[config.mk]
export PLATFORM = sky130hd
export DESIGN_NAME = ts_tx_selector
export DESIGN_NICKNAME = d
export VERILOG_FILES = /design/src/rtl/ts_pkg.sv /design/src/rtl/ts_prio_encoder.sv /design/src/rtl/ts_tx_selector.sv
export SDC_FILE = /design/constraint.sdc
export NUM_CORES = 1
export LEC_CHECK = 0
export ABC_AREA = 1
export CORE_MARGIN = 1
export CORE_UTILIZATION = 34
export CTS_CLUSTER_DIAMETER = 40
export DETAILED_ROUTE_END_ITERATION = 7
export HOLD_SLACK_MARGIN = 0.12
export PLACE_DENSITY = 0.8
export SLEW_MARGIN = 10
export SYNTH_ARGS = -nofsm -noshare
export SYNTH_HDL_FRONTEND = slang
export SYNTH_HIERARCHICAL = 1
export SYNTH_SLANG_ARGS = --single-unit
[constraint.sdc]
create_clock -name axis_aclk -period 1.8 [get_ports axis_aclk]
set_input_delay 0.45 -clock axis_aclk [delete_from_list [all_inputs] [get_ports axis_aclk]]
set_output_delay 0.45 -clock axis_aclk [all_outputs]
set_load 0.005 [all_outputs]
[src/rtl/ts_pkg.sv]
// ----------------------------------------------------------------------------
// ts_pkg
// Shared definitions for the transmission-selection slice:
//   - tx_state_t : selector FSM states (ST_IDLE, ST_XMIT, ST_GAP)
//   - DEFAULT_*  : default parameter values for the selector
//   - idx_width  : width of a queue index, never narrower than one bit
// ----------------------------------------------------------------------------
package ts_pkg;

  localparam int DEFAULT_NUM_QUEUES = 4;
  localparam int DEFAULT_DATA_WIDTH = 8;
  localparam int DEFAULT_IFG        = 12;

  typedef enum logic [1:0] {
    ST_IDLE = 2'd0,
    ST_XMIT = 2'd1,
    ST_GAP  = 2'd2
  } tx_state_t;

  // A single-queue build still needs a one-bit index port
  function automatic int idx_width(input int n);
    return (n > 1) ? $clog2(n) : 1;
  endfunction

endpackage

[src/rtl/ts_prio_encoder.sv]
// ----------------------------------------------------------------------------
// ts_prio_encoder
// Purely combinational strict-priority encoder; the highest set index wins.
// Ports:
//   req     in   NUM_QUEUES          request vector, bit NUM_QUEUES-1 = highest priority
//   req_any out  1                   at least one request present
//   idx     out  idx_width(NUM_QUEUES)  index of the highest set request (0 if none)
// ----------------------------------------------------------------------------
module ts_prio_encoder
  import ts_pkg::*;
#(
  parameter int NUM_QUEUES = DEFAULT_NUM_QUEUES
) (
  input  logic [NUM_QUEUES-1:0]            req,
  output logic                             req_any,
  output logic [idx_width(NUM_QUEUES)-1:0] idx
);

  localparam int QW = idx_width(NUM_QUEUES);

  // Scan upward so a later (higher) set bit overwrites any lower one
  always_comb begin
    req_any = |req;
    idx     = '0;
    for (int i = 0; i < NUM_QUEUES; i++) begin
      if (req[i]) begin
        idx = QW'(i);
      end
    end
  end

endmodule

[src/rtl/ts_tx_selector.sv]
// ----------------------------------------------------------------------------
// ts_tx_selector
// 802.1Q transmission selection. Picks the highest-priority queue that has
// data and shaper eligibility, forwards one whole frame from it to the MAC,
// then enforces an inter-frame gap before choosing again.
// Ports:
//   axis_aclk      in   1                      clock
//   axis_resetn    in   1                      asynchronous active-low reset
//   s_q_tdata      in   NUM_QUEUES*DATA_WIDTH  queue i data at [i*DATA_WIDTH +: DATA_WIDTH]
//   s_q_tvalid     in   NUM_QUEUES             per-queue tvalid
//   s_q_tlast      in   NUM_QUEUES             per-queue tlast
//   s_q_eligible   in   NUM_QUEUES             per-queue shaper eligibility
//   s_q_tready     out  NUM_QUEUES             per-queue tready (only the selected queue)
//   m_axis_tdata   out  DATA_WIDTH             byte stream to the MAC
//   m_axis_tvalid  out  1
//   m_axis_tlast   out  1
//   m_axis_tready  in   1                      MAC backpressure
//   tx_busy        out  1                      high while transmitting or in the gap
//   cur_queue      out  idx_width(NUM_QUEUES)  last selected queue
// ----------------------------------------------------------------------------
module ts_tx_selector
  import ts_pkg::*;
#(
  parameter int NUM_QUEUES = DEFAULT_NUM_QUEUES,
  parameter int DATA_WIDTH = DEFAULT_DATA_WIDTH,
  parameter int IFG_CYCLES = DEFAULT_IFG
) (
  input  logic                             axis_aclk,
  input  logic                             axis_resetn,
  input  logic [NUM_QUEUES*DATA_WIDTH-1:0] s_q_tdata,
  input  logic [NUM_QUEUES-1:0]            s_q_tvalid,
  input  logic [NUM_QUEUES-1:0]            s_q_tlast,
  input  logic [NUM_QUEUES-1:0]            s_q_eligible,
  output logic [NUM_QUEUES-1:0]            s_q_tready,
  output logic [DATA_WIDTH-1:0]            m_axis_tdata,
  output logic                             m_axis_tvalid,
  output logic                             m_axis_tlast,
  input  logic                             m_axis_tready,
  output logic                             tx_busy,
  output logic [idx_width(NUM_QUEUES)-1:0] cur_queue
);

  localparam int             QW       = idx_width(NUM_QUEUES);
  localparam int             GW       = $clog2(IFG_CYCLES + 1);
  localparam logic [GW-1:0]  GAP_LOAD = GW'(IFG_CYCLES - 1);

  tx_state_t             state;
  logic [GW-1:0]         gap_cnt;
  logic [NUM_QUEUES-1:0] req;
  logic                  req_any;
  logic [QW-1:0]         win_idx;
  logic [DATA_WIDTH-1:0] sel_tdata;
  logic                  sel_tvalid;
  logic                  sel_tlast;

  // Eligibility only matters here, where a new frame is chosen; once a frame
  // is under way the shaper's view is ignored so the frame is never split.
  assign req = s_q_tvalid & s_q_eligible;

  ts_prio_encoder #(
    .NUM_QUEUES(NUM_QUEUES)
  ) u_prio (
    .req     (req),
    .req_any (req_any),
    .idx     (win_idx)
  );

  // Pick out the currently selected queue's beat
  always_comb begin
    sel_tdata  = '0;
    sel_tvalid = 1'b0;
    sel_tlast  = 1'b0;
    for (int i = 0; i < NUM_QUEUES; i++) begin
      if (cur_queue == QW'(i)) begin
        sel_tdata  = s_q_tdata[i*DATA_WIDTH +: DATA_WIDTH];
        sel_tvalid = s_q_tvalid[i];
        sel_tlast  = s_q_tlast[i];
      end
    end
  end

  // Pass-through only while transmitting; everything is quiet otherwise, so
  // an async reset forces the outputs to zero straight away via the state.
  always_comb begin
    m_axis_tdata  = '0;
    m_axis_tvalid = 1'b0;
    m_axis_tlast  = 1'b0;
    s_q_tready    = '0;
    if (state == ST_XMIT) begin
      m_axis_tdata  = sel_tdata;
      m_axis_tvalid = sel_tvalid;
      m_axis_tlast  = sel_tlast;
      for (int i = 0; i < NUM_QUEUES; i++) begin
        s_q_tready[i] = m_axis_tready && (cur_queue == QW'(i));
      end
    end
  end

  // Selection FSM. IDLE spends one cycle registering the winner, XMIT stays
  // put through underruns and backpressure until the tlast beat moves, and
  // GAP counts IFG_CYCLES idle cycles (loaded with IFG-1, exits at zero).
  always_ff @(posedge axis_aclk or negedge axis_resetn) begin
    if (!axis_resetn) begin
      state     <= ST_IDLE;
      cur_queue <= '0;
      gap_cnt   <= '0;
      tx_busy   <= 1'b0;
    end else begin
      case (state)
        ST_IDLE: begin
          if (req_any) begin
            cur_queue <= win_idx;
            state     <= ST_XMIT;
            tx_busy   <= 1'b1;
          end
        end
        ST_XMIT: begin
          if (sel_tvalid && m_axis_tready && sel_tlast) begin
            state   <= ST_GAP;
            gap_cnt <= GAP_LOAD;
          end
        end
        ST_GAP: begin
          if (gap_cnt == '0) begin
            state   <= ST_IDLE;
            tx_busy <= 1'b0;
          end else begin
            gap_cnt <= gap_cnt - 1'b1;
          end
        end
        default: begin
          state   <= ST_IDLE;
          tx_busy <= 1'b0;
        end
      endcase
    end
  end

endmodule

==> results.md <==
- Outcome: finished, violations left
- Failing checks: setup timing
- Endpoints failing setup: 16
- Inserted Diodes: 0
- Final clock period utilization by the worst path: 110.5%
- Depth of the CTS H-tree: 1
- FP Rows: 18
- Synth Register Bits: 9
- Critical path arrival: 1.54 ns
- Num ports: 64
- Final #Nets: 290
- Startpoint Class: register
- Layout filler cell count: 164
- Post-CTS Hold Buffers: 0
- Final GP Congestion: 0.7807
- Top FF cell, synth: dfrtp_1
- Synth-to-layout area growth: 120.4%
- All-Layer GR Usage: 28.55%
- Ys async rst share: 100.0%
- Setup WS post-layout: -0.1897 ns
- Hold_ws: 0.4738 ns
- Top cells by area, synth: dfrtp_1, nand2_1, inv_1
- Seq/Total Area, Yosys: 25.21%
- Setup_tns: -1.462 ns
- Input/output buffers: 63
- Final min period: 1.990 ns
- Clk_skew: 0.006805 ns
- Post-route DRC violation count: 0
- Syn Inst Count: 148
- Post-DP HPWL: 2.910 mm
- Max-cap violations: 0
- Clock root buffer: clkbuf_4
- Net count after synthesis: 196
- Power Density: 1557 nW/µm²
- Crit Path Max Fanout: 5
- Drt total wl: 4.286 mm
- Initial Utilization: 36.06%
- Final core occ: 79.49%
- Yosys top cell area share: 25.21%
- Skew-Pair Late Insertion Delay: 0.28 ns
- Reg-to-Reg Start: cur_queue[0]
- Layout cells sized above 1: 36.10%
- Vias per cell: 5.214
- Drt pass-1 iters: 4
- Die area: 2837 µm²
- Setup CP Type: reg -> out
- Slew Viols, Final: 0
- Final hold viol count: 0
- EDFF count, synth: 0
- Via Count: 1413
- Leakage: 0.9700 nW
- Pre-CTS WS: -0.4337 ns
- Core area: 2477 µm²
- CTS tree: done
- Worst-Margin Slew: 0.4395 ns
- Hold Crit Class: in -> async
- Post-synth top cells: nand2_1, inv_1, nand3_1, nor2_1, o21ai_0
- RSZ-0062 raised after global routing: yes
- Largest area contributor in the netlist: dfrtp_1
- Worst setup path start: cur_queue[0]
- Slew margin rel.: 70.59%
- Most common cell in the netlist: nand2_1
- Synth warn: 6
- Vias in the first global route: 1386
- VDD IR-drop max: 0.001109 V
- CTS Buf Count: 3
- Die X: 53.26 µm
- Synth cell types: 25
- Post-Syn Area: 893.4 µm²
- Die Span Y: 53.26 µm
- Clock sink count: 9
- Clock buffer depth: 2
- First-pass GRT wire length: 5.796 mm
- Worst-path clk slew: 0.06 ns
- Initial antenna violation count: 0
- CP required: 1.35 ns
- Fmax: 502.6 MHz
- DRT iter0 DRCs: 31
- Critical Path End Type: primary output
- Design Power: 3.066 mW
- Largest net degree at the start of global routing: 12
- DRT antenna net count: 0
- GR Overflow Total: 0
- Avg Cell Area, Syn: 6.036 µm²
- DR WL/cell: 15.82 µm
==> repair_timing <==
item,CTS,global route
endpoints found under the setup margin,15,22
pin swaps,12,12
endpoints found under the hold margin,0,0
gates cloned,0,0
setup buffers,9,2
resized for setup,97,23
==> power breakdown <==
group	internal, mW	switching [mW]	total (mW)
logic	1.27	1.25	2.52
clock network	0.0859	0.0790	0.165
registers	0.285	0.0980	0.383
total	1.64	1.42	3.07
==> per-layer routing <==
metal	vias up	share of wire [%]	GRT usage (%)
li1	669	-	-
met3	9	9.2	7.759
met5	-	0	0
met4	0	1.4	8.772
met2	75	53	58.13
met1	660	36	26.35
==> layout make-up <==
class	count	area, µm²	area share (%)
clock buffer	4	26.28	1.334
multi-input combinational	112	718.2	36.47
sequential	9	227.7	11.56
inverter	23	91.34	4.638
tap	30	37.54	1.906
timing repair buffer	93	868.3	44.09
==> path summary, 6_finish.rpt <==
path                                     end  slack [ns]  cells past startpoint
min in group axis_aclk            gap_cnt[1]        0.51                      2
worst min-delay path                state[0]        0.47                      1
worst min register to register    gap_cnt[1]        0.51                      2
worst max-delay path            m_axis_tlast       -0.19                      7
worst max register to register    gap_cnt[2]       -0.08                     14
max in group asynchronous       cur_queue[1]        1.01                      1
==> stage by stage <==
step | area (µm²) | std cells
after floorplan | 893.4 | 148
after global placement | 1684 | 257
after CTS | 1868 | 269
after global routing | 1969 | 271
final | 1969 | 271
after detailed placement | 1684 | 257
==> sequential cells by signal (all words and copies together) (netlist names) <==
name	count
cur_queue	2
gap_cnt	4
state	2
tx_busy	1
==> cells by family after synthesis <==
group,share of synthesized area (%)
AOI/OAI and AO/OA,19.33
buffers and inverters,13.03
adders and majority gates,1.400
DFF,25.21
and+or+nand+nor,41.04
==> cells in the final DEF, fill, tap and decap left out, types with 3 or more instances in the layout <==
master	instances
buf_4	12
o21ai_0	5
inv_1	20
nand3_2	6
buf_6	16
clkbuf_4	3
nor2_1	7
o211ai_1	4
nand2_4	3
o21ai_1	6
a21oi_1	6
nand2_2	8
dfrtp_1	7
nand3_1	11
nand2_1	34
clkdlybuf4s50_1	47
nor2_4	3
buf_2	13
==> worst max-delay path: stages, from the launching register on <==
cell and delay [ns]:
dfrtp_2 0.45, inv_4 0.09, buf_6 0.13, nand2_8 0.06, or2_1 0.23, nand2_2 0.08, a21oi_1 0.08, buf_2 0.14
Note: power is estimated with default switching activity, not from simulation.
